### config.mk
export PLATFORM = sky130hd
export DESIGN_NAME = snake_board_scanner
export DESIGN_NICKNAME = d
export VERILOG_FILES = /design/src/rtl/snake_board_scanner.sv
export SDC_FILE = /design/constraint.sdc
export NUM_CORES = 1
export LEC_CHECK = 0
export ABC_AREA = 1
export CORE_MARGIN = 2
export CORE_UTILIZATION = 56
export CTS_CLUSTER_DIAMETER = 120
export DETAILED_ROUTE_END_ITERATION = 16
export PLACE_DENSITY = 0.91
export SLEW_MARGIN = 15
export SYNTH_ARGS = -nofsm -noshare
export SYNTH_HDL_FRONTEND = slang
export SYNTH_SLANG_ARGS = --single-unit
### constraint.sdc
create_clock -name clock -period 3.2 [get_ports clock]
set_clock_uncertainty 0.2 [all_clocks]
set_input_delay 0.32 -clock clock [delete_from_list [all_inputs] [get_ports clock]]
set_output_delay 0.32 -clock clock [all_outputs]
set_load 0.02 [all_outputs]
### src/rtl/snake_board_scanner.sv
// Snake board scanner: on each frame_start, reads WORDS words from the dmem VGA port and publishes them atomically on snake_data.
// Optional feature macro SNAKE_SCAN_CHANGE_EN: snake_valid pulses only when the published board actually changed.
module snake_board_scanner #(
  parameter logic [11:0] BASE_ADDR = 12'd100,
  parameter int          WORDS     = 10
) (
  input  logic                  clock,
  input  logic                  reset,
  input  logic                  frame_start,
  output logic [11:0]           address_dmem_fromVGA,
  input  logic [31:0]           q_dmem_toVGA,
  output logic [WORDS*32-1:0]   snake_data,
  output logic                  snake_valid,
  output logic                  busy,
  output logic                  overrun
);

  // state   | meaning
  // IDLE    | waiting for frame_start
  // READ    | one board address issued per cycle
  // DRAIN   | last datum returns; shadow copied to snake_data on exit
  // PUBLISH | snake_valid high; frame_start here still counts as busy

  localparam int             IW   = (WORDS > 1) ? $clog2(WORDS) : 1;
  localparam logic [IW-1:0]  LAST = IW'(WORDS - 1);

  typedef enum logic [1:0] {IDLE, READ, DRAIN, PUBLISH} state_t;

  state_t                state, state_d;
  logic [IW-1:0]         idx, cap_idx;
  logic                  cap_on;
  logic                  cap_do;
  logic                  publish;
  logic                  valid_d;
  logic [11:0]           addr_d;
  logic [WORDS*32-1:0]   shadow, shadow_d;

  always_ff @(posedge clock or negedge reset) begin
    if (!reset) state <= IDLE;
    else        state <= state_d;
  end

  always_comb begin
    state_d = state;
    addr_d  = BASE_ADDR;
    publish = 1'b0;
    case (state)
      IDLE:    if (frame_start) state_d = READ;
      READ: begin
        if (idx == LAST) state_d = DRAIN;
        else             addr_d  = BASE_ADDR + 12'(idx) + 12'd1;
      end
      DRAIN: begin
        state_d = PUBLISH;
        publish = 1'b1;
      end
      PUBLISH: state_d = IDLE;
      default: state_d = IDLE;
    endcase
  end

  // Capture runs one cycle behind issue, so the newest word is merged combinationally
  // and the DRAIN edge can publish the complete board without an extra cycle.
  assign cap_do = ((state == READ) && cap_on) || (state == DRAIN);

  always_comb begin
    shadow_d = shadow;
    if (cap_do) shadow_d[32*cap_idx +: 32] = q_dmem_toVGA;
  end

`ifdef SNAKE_SCAN_CHANGE_EN
  assign valid_d = publish && (shadow_d != snake_data);
`else
  assign valid_d = publish;
`endif

  always_ff @(posedge clock or negedge reset) begin
    if (!reset) begin
      address_dmem_fromVGA <= BASE_ADDR;
      snake_data           <= '0;
      snake_valid          <= 1'b0;
      busy                 <= 1'b0;
      overrun              <= 1'b0;
      shadow               <= '0;
      idx                  <= '0;
      cap_idx              <= '0;
      cap_on               <= 1'b0;
    end else begin
      address_dmem_fromVGA <= addr_d;
      busy                 <= (state_d != IDLE);
      overrun              <= frame_start && (state != IDLE);
      snake_valid          <= valid_d;
      shadow               <= shadow_d;
      if (publish) snake_data <= shadow_d;

      case (state)
        IDLE: begin
          idx     <= '0;
          cap_idx <= '0;
          cap_on  <= 1'b0;
        end
        READ: begin
          cap_on <= 1'b1;
          if (idx != LAST) idx <= idx + IW'(1);
        end
        default: ;
      endcase

      if (cap_do && (cap_idx != LAST)) cap_idx <= cap_idx + IW'(1);
    end
  end

endmodule

# Word-level counts from Yosys, hierarchy flattened
# Cells that the tools add are included.
# W data, S select, Z words.
dict set report word_totals {
  word_cells 47
  output_inout_bits 335
  register_bits 666
  inputBits 35
}
dict set report op_classes {
  n_eq_ne 7
  shifts 2
  n_reduce_logical 10
  addsub 5
  n_mux 13
}
# cell count
set ops {}
lappend ops {{$bwmux W320} 1}
lappend ops {{$mux W320} 1}
lappend ops {{$shift A32 B34 Y320 const A} 1}
lappend ops {{$shiftx A32 B34 Y320} 1}
lappend ops {{$neg A9 Y34} 1}
lappend ops {{$mux W9} 2}
lappend ops {{$mux W4} 3}
lappend ops {{$add A8 B1 Y9 const B} 1}
lappend ops {{$add A4 B1 Y4 const B} 2}
lappend ops {{$add A7 B4 Y8 const A} 1}
lappend ops {{$ne A4 B4 Y1 const B} 2}
lappend ops {{$pmux W2 S4} 1}
lappend ops {{$pmux W4 S2} 1}
lappend ops {{$reduce_bool A2 Y1} 4}
lappend ops {{$eq A2 B2 Y1 const B} 2}
lappend ops {{$eq A4 B4 Y1 const B} 1}
lappend ops {{$mux W2} 2}
lappend ops {{$logic_and A1 B1 Y1} 3}
lappend ops {{$eq A2 B1 Y1 const B} 1}
lappend ops {{$logic_not A2 Y1} 1}
lappend ops {{$ne A2 B1 Y1 const B} 1}
lappend ops {{$pmux W1 S2} 1}
lappend ops {{$reduce_and A2 Y1} 1}
lappend ops {{$logic_or A1 B1 Y1} 1}
lappend ops {{$mux W1} 1}

# Depth between registers and ports, before layout
dict set report logic_depth {
  word_depth 5
  mapped_depth 14
  depth_no_buf 13
}

# Least setup slack after synthesis
# No wires, ideal clock.
dict set report synth_timing {
  path_kind {register -> register}
  startpoint {reg cap_idx[0]}
  endpoint {reg shadow[268]}
  path_buffers 4
  setup_time_ns 0.119
  path_slack_ns 0.716
  path_stages_with_launch 11
  synth_period_minus_slack_ns 2.484
  arrival_time_ns 2.165
  required_time_ns 2.881
  cell_sequence {dfrtp_1 > buf_2 > clkbuf_1 > nor3_1 > ha_1 > nand2_1 > nor2_4 > buf_2 > buf_2 > nand3_1 > and2_1}
}
dict set report synth_between {
  elab_chain_cells 4
  elab_cells_between_ends 5
  cone_classes {1 x add/sub; 2 x shift; 2 x mux}
}
# item line_no
set synth_rtl {}
lappend synth_rtl {{start, declared} 30} ;# logic [IW-1:0] idx, cap_idx;
lappend synth_rtl {{start signal, assigned} 109} ;# if (cap_do && (cap_idx != LAST)) cap_idx <= cap_idx + IW'(1);
lappend synth_rtl {{$neg A9 Y34 *} 68} ;# if (cap_do) shadow_d[32*cap_idx +: 32] = q_dmem_toVGA;
lappend synth_rtl {{$shiftx A32 B34 Y320 or $shift A32 B34 Y320 (tied branches)} 68}
lappend synth_rtl {{$bwmux W320 *} 68}
lappend synth_rtl {{$mux W320 *} 68}
lappend synth_rtl {{via shadow_d[268]} 36} ;# logic [WORDS*32-1:0] shadow, shadow_d;
lappend synth_rtl {{end signal, assigned} 93} ;# shadow <= shadow_d;
lappend synth_rtl {{end, declared} 36}
# The timed path passes the listed nets; every way through them passes the cells marked *.
# A chain may end at the register's enable or synchronous reset.

# Worst setup path after layout
dict set report layout_timing {
  startpoint {reg cap_idx[1]}
  endpoint {reg shadow[265]}
}
# The elaborated chain is that of the path after synthesis.

==> results.toml <==
[route]
antenna_left = 0
drtPass1Iterations = 5
wl_per_cell_um = 20.3
drc = 0
drt-initial-drc-count = 2706
vias = 24300
wl_um = 88000
viasPerCell = 5.61

[power_and_ir_drop]
finalPower_mw = 41.2
switching_share_pct = 40.1
p_int_mw = 24.7
leakagePower_nw = 17.2
ir_drop_mv = 0.718
clkPwrFrac_pct = 19.4
seq_power_share_pct = 35.9
p_switching_mw = 16.5
power_density_mw_per_mm2 = 1170
power_frac_comb_pct = 44.7

[setup_path]
cp_num_buf_inv = 3
path_cells = "inv_1 -> ha_1 -> inv_1 -> nand2_1 -> nand2_2 -> nand2_1 -> nor2_4 -> buf_4 -> nand3_1 -> and2_1"
crit_slowest_cell = "buf_4"
reg2regPathDepth = 10
worstSetupPathType = "reg2reg"
cp.depth = 10
timing.rr.end = "shadow[265]$_DFF_PN0_"
cp_slowest_stage_delay_ps = 450
r2r_slack_ps = 300
cp-end-kind = "flop"
crit_fanout = 31
worstPathArrival_ps = 3180
cp_top_family = "simple AND/OR/NAND/NOR gates"
worstPathRequired_ps = 3490
reg2reg_from = "cap_idx[1]$_DFFE_PN0P_"
crit_path_start_kind = "flop"

[final_layout]
area_growth_pct = 23.0
fin_area_mm2 = 0.0351
final_cell_mix = "nand2_1 (1,124), dfrtp_1 (658), nand3_1 (563)"
fin_cells = 4326
final_layout_size_suffix_gt1_share_pct = 5.39
final_core_util_pct = 69.9
final_common_cell = "nand2_1"
final_nets = 3647

[placement]
dpl.hpwl_um = 54900
place_inst = 4206
gp_congestion = 0.897
numPortBuffers = 362
dp_slack_ps = 429
place_area_mm2 = 0.0328

[synthesis]
yosys.area_share.adder_pct = 0.263
synth_compound_area_share_pct = 1.97
synth_top_family_by_area = "simple AND/OR/NAND/NOR gates"
netlist_instances = 3294
ys.flop_type = "dfrtp_1"
post_synth_xor_area_fraction_pct = 0.0614
synthMuxAreaShare_pct = 0
syn-cell-area_mm2 = 0.0285
synthSimpleGateAreaFrac_pct = 32.9
ys_ff_latch = 659
post_synth.cell_area_avg_um2 = 8.66
yosysWarnings = 0
synth.distinct_cells = 31
synth_edf_count = 0
synth-seq-area-share_pct = 57.8
async_flop_share_pct = 100

[floorplan]
start_util_pct = 56.8
die_h_um = 230
ioPinCount = 370
placeableCoreArea_mm2 = 0.0502
die-area_mm2 = 0.0527
die_x_um = 230
rows = 82

[clock_tree]
htree_levels = 3
cts_buffers = 68
cts_resized = 0
cts_buffer_depth = 3
clock-sinks = 659
root_buffer = "clkbuf_16"
clkLatencyLatePin_ps = 610
clkTransAtPathRegs_ps = 60
cts_tree = "yes"

[timing]
hold_viol = 0
grt_setup_unrepaired = "no"
tns_ps = 0
setup_viol = 0
drv_slew = 0
hold_slack_ps = 18.5
fmax_ghz = 0.345
post-route-period-util_pct = 90.5
worst_pin_slew_ps = 901
max_slew_margin_pct = 39.9
fin_crit_ps = 2900
fin_ws_ps = 305

[worst_hold_path]
holdCritPathClass = "in2async"

[global_route]
gr-usage-all-layers_pct = 33.8
grt_pass1_vias = 24000
grt_pass1_wl_um = 137000
grt_max_degree = 159
globalRoute.totalOverflow = 0
antenna_found_initial = 1

[run_status]
outcome = "finished, final reports clean"

[flow_run]
maxCapViolCount = 0
==> per-layer routing <==
layer,wire (um),share of wire [%],global-route usage (%),vias up
met5,13,0.015,0,-
met4,5260,6.0,18.3,2
met3,9200,10,8.43,275
met2,39200,45,50.4,1399
met1,34300,39,45.7,11700
li1,-,-,-,10800
==> worst reg2reg max path, cell delays in order (launching register included) <==
cell and delay (ps):
dfrtp_1 440, inv_1 120, ha_1 230, inv_1 80
nand2_1 60, nand2_2 260, nand2_1 150, nor2_4 360
buf_4 450, nand3_1 210, and2_1 210
==> how the worst max path moves through the flow <==
| stage | slack (ps) | startpoint | end |
|---|---|---|---|
| 3_3_place_gp | 550 | cap_idx[1]$_DFFE_PN0P_ | shadow[205]$_DFF_PN0_ |
| 6_report | 300 | cap_idx[1]$_DFFE_PN0P_ | shadow[265]$_DFF_PN0_ |
| 3_5_place_dp | 430 | cap_idx[1]$_DFFE_PN0P_ | snake_data[205]$_DFFE_PN0P_ |
| 4_1_cts | 370 | cap_idx[1]$_DFFE_PN0P_ | shadow[265]$_DFF_PN0_ |
| 5_1_grt | 190 | cap_idx[1]$_DFFE_PN0P_ | shadow[265]$_DFF_PN0_ |
| 2_1_floorplan | 720 | cap_idx[0]$_DFFE_PN0P_ | shadow[268]$_DFF_PN0_ |
==> flip-flops by register name (all words and copies together), names as in the netlist <==
register and flops:
overrun 1, snake_data 320, cap_on 1, idx 4, state 2, busy 1
shadow 320, address_dmem_fromVGA 5, snake_valid 1, cap_idx 4
==> timing repair <==
item,CTS,global route
hold buffers,2,0
buffers inserted,0,0
setup endpoints to repair,0,0
endpoints found under the hold margin,401,0
==> kinds of logic (layout without fill, tap and decap cells) <==
logic type | Yosys count | in the layout
xor gates and xnor gates | 2 | 2
other | 2 | 8
DFF | 659 | 659
AOI/OAI and AO/OA | 77 | 77
and+or+nand+nor | 2061 | 2061
adders and majority gates | 6 | 6
buffers and inverters | 487 | 841
==> Yosys cell counts, types with 5 or more instances <==
master	instances	area share [%]
inv_2	9	0.12
nor2_2	9	0.20
inv_1	291	3.8
nand2_1	1125	15
nand4_1	13	0.29
and2_1	307	6.7
nor2_1	18	0.24
buf_4	17	0.45
nor3_1	5	0.088
o21bai_1	64	1.7
nand3_1	563	9.9
buf_2	69	1.2
dfrtp_1	658	58
nand3b_1	10	0.26
ha_1	6	0.26
o21ai_0	7	0.12
clkbuf_1	95	1.3
buf_1	5	0.066
==> power groups by stage <==
stage	logic, mW	registers, mW	clock network [mW]
2_1_floorplan	8.16	16.8	0
6_report	18.4	14.8	7.99
4_1_cts	18.3	14.7	8.04
3_5_place_dp	18.0	14.8	0
5_1_grt	19.9	15.2	8.40
3_3_place_gp	17.5	14.6	0
==> layout make-up <==
type,instances,area (um2)
Clock buffer,98,2030
Fill cell,3519,15100
Sequential cell,659,16500
Timing Repair Buffer,423,4280
Inverter,301,1140
Tap cell,672,841
Antenna cell,1,2.50
Clock inverter,19,201
Multi-Input combinational cell,2153,10100
No activity file was read; power rests on OpenSTA's default activity.
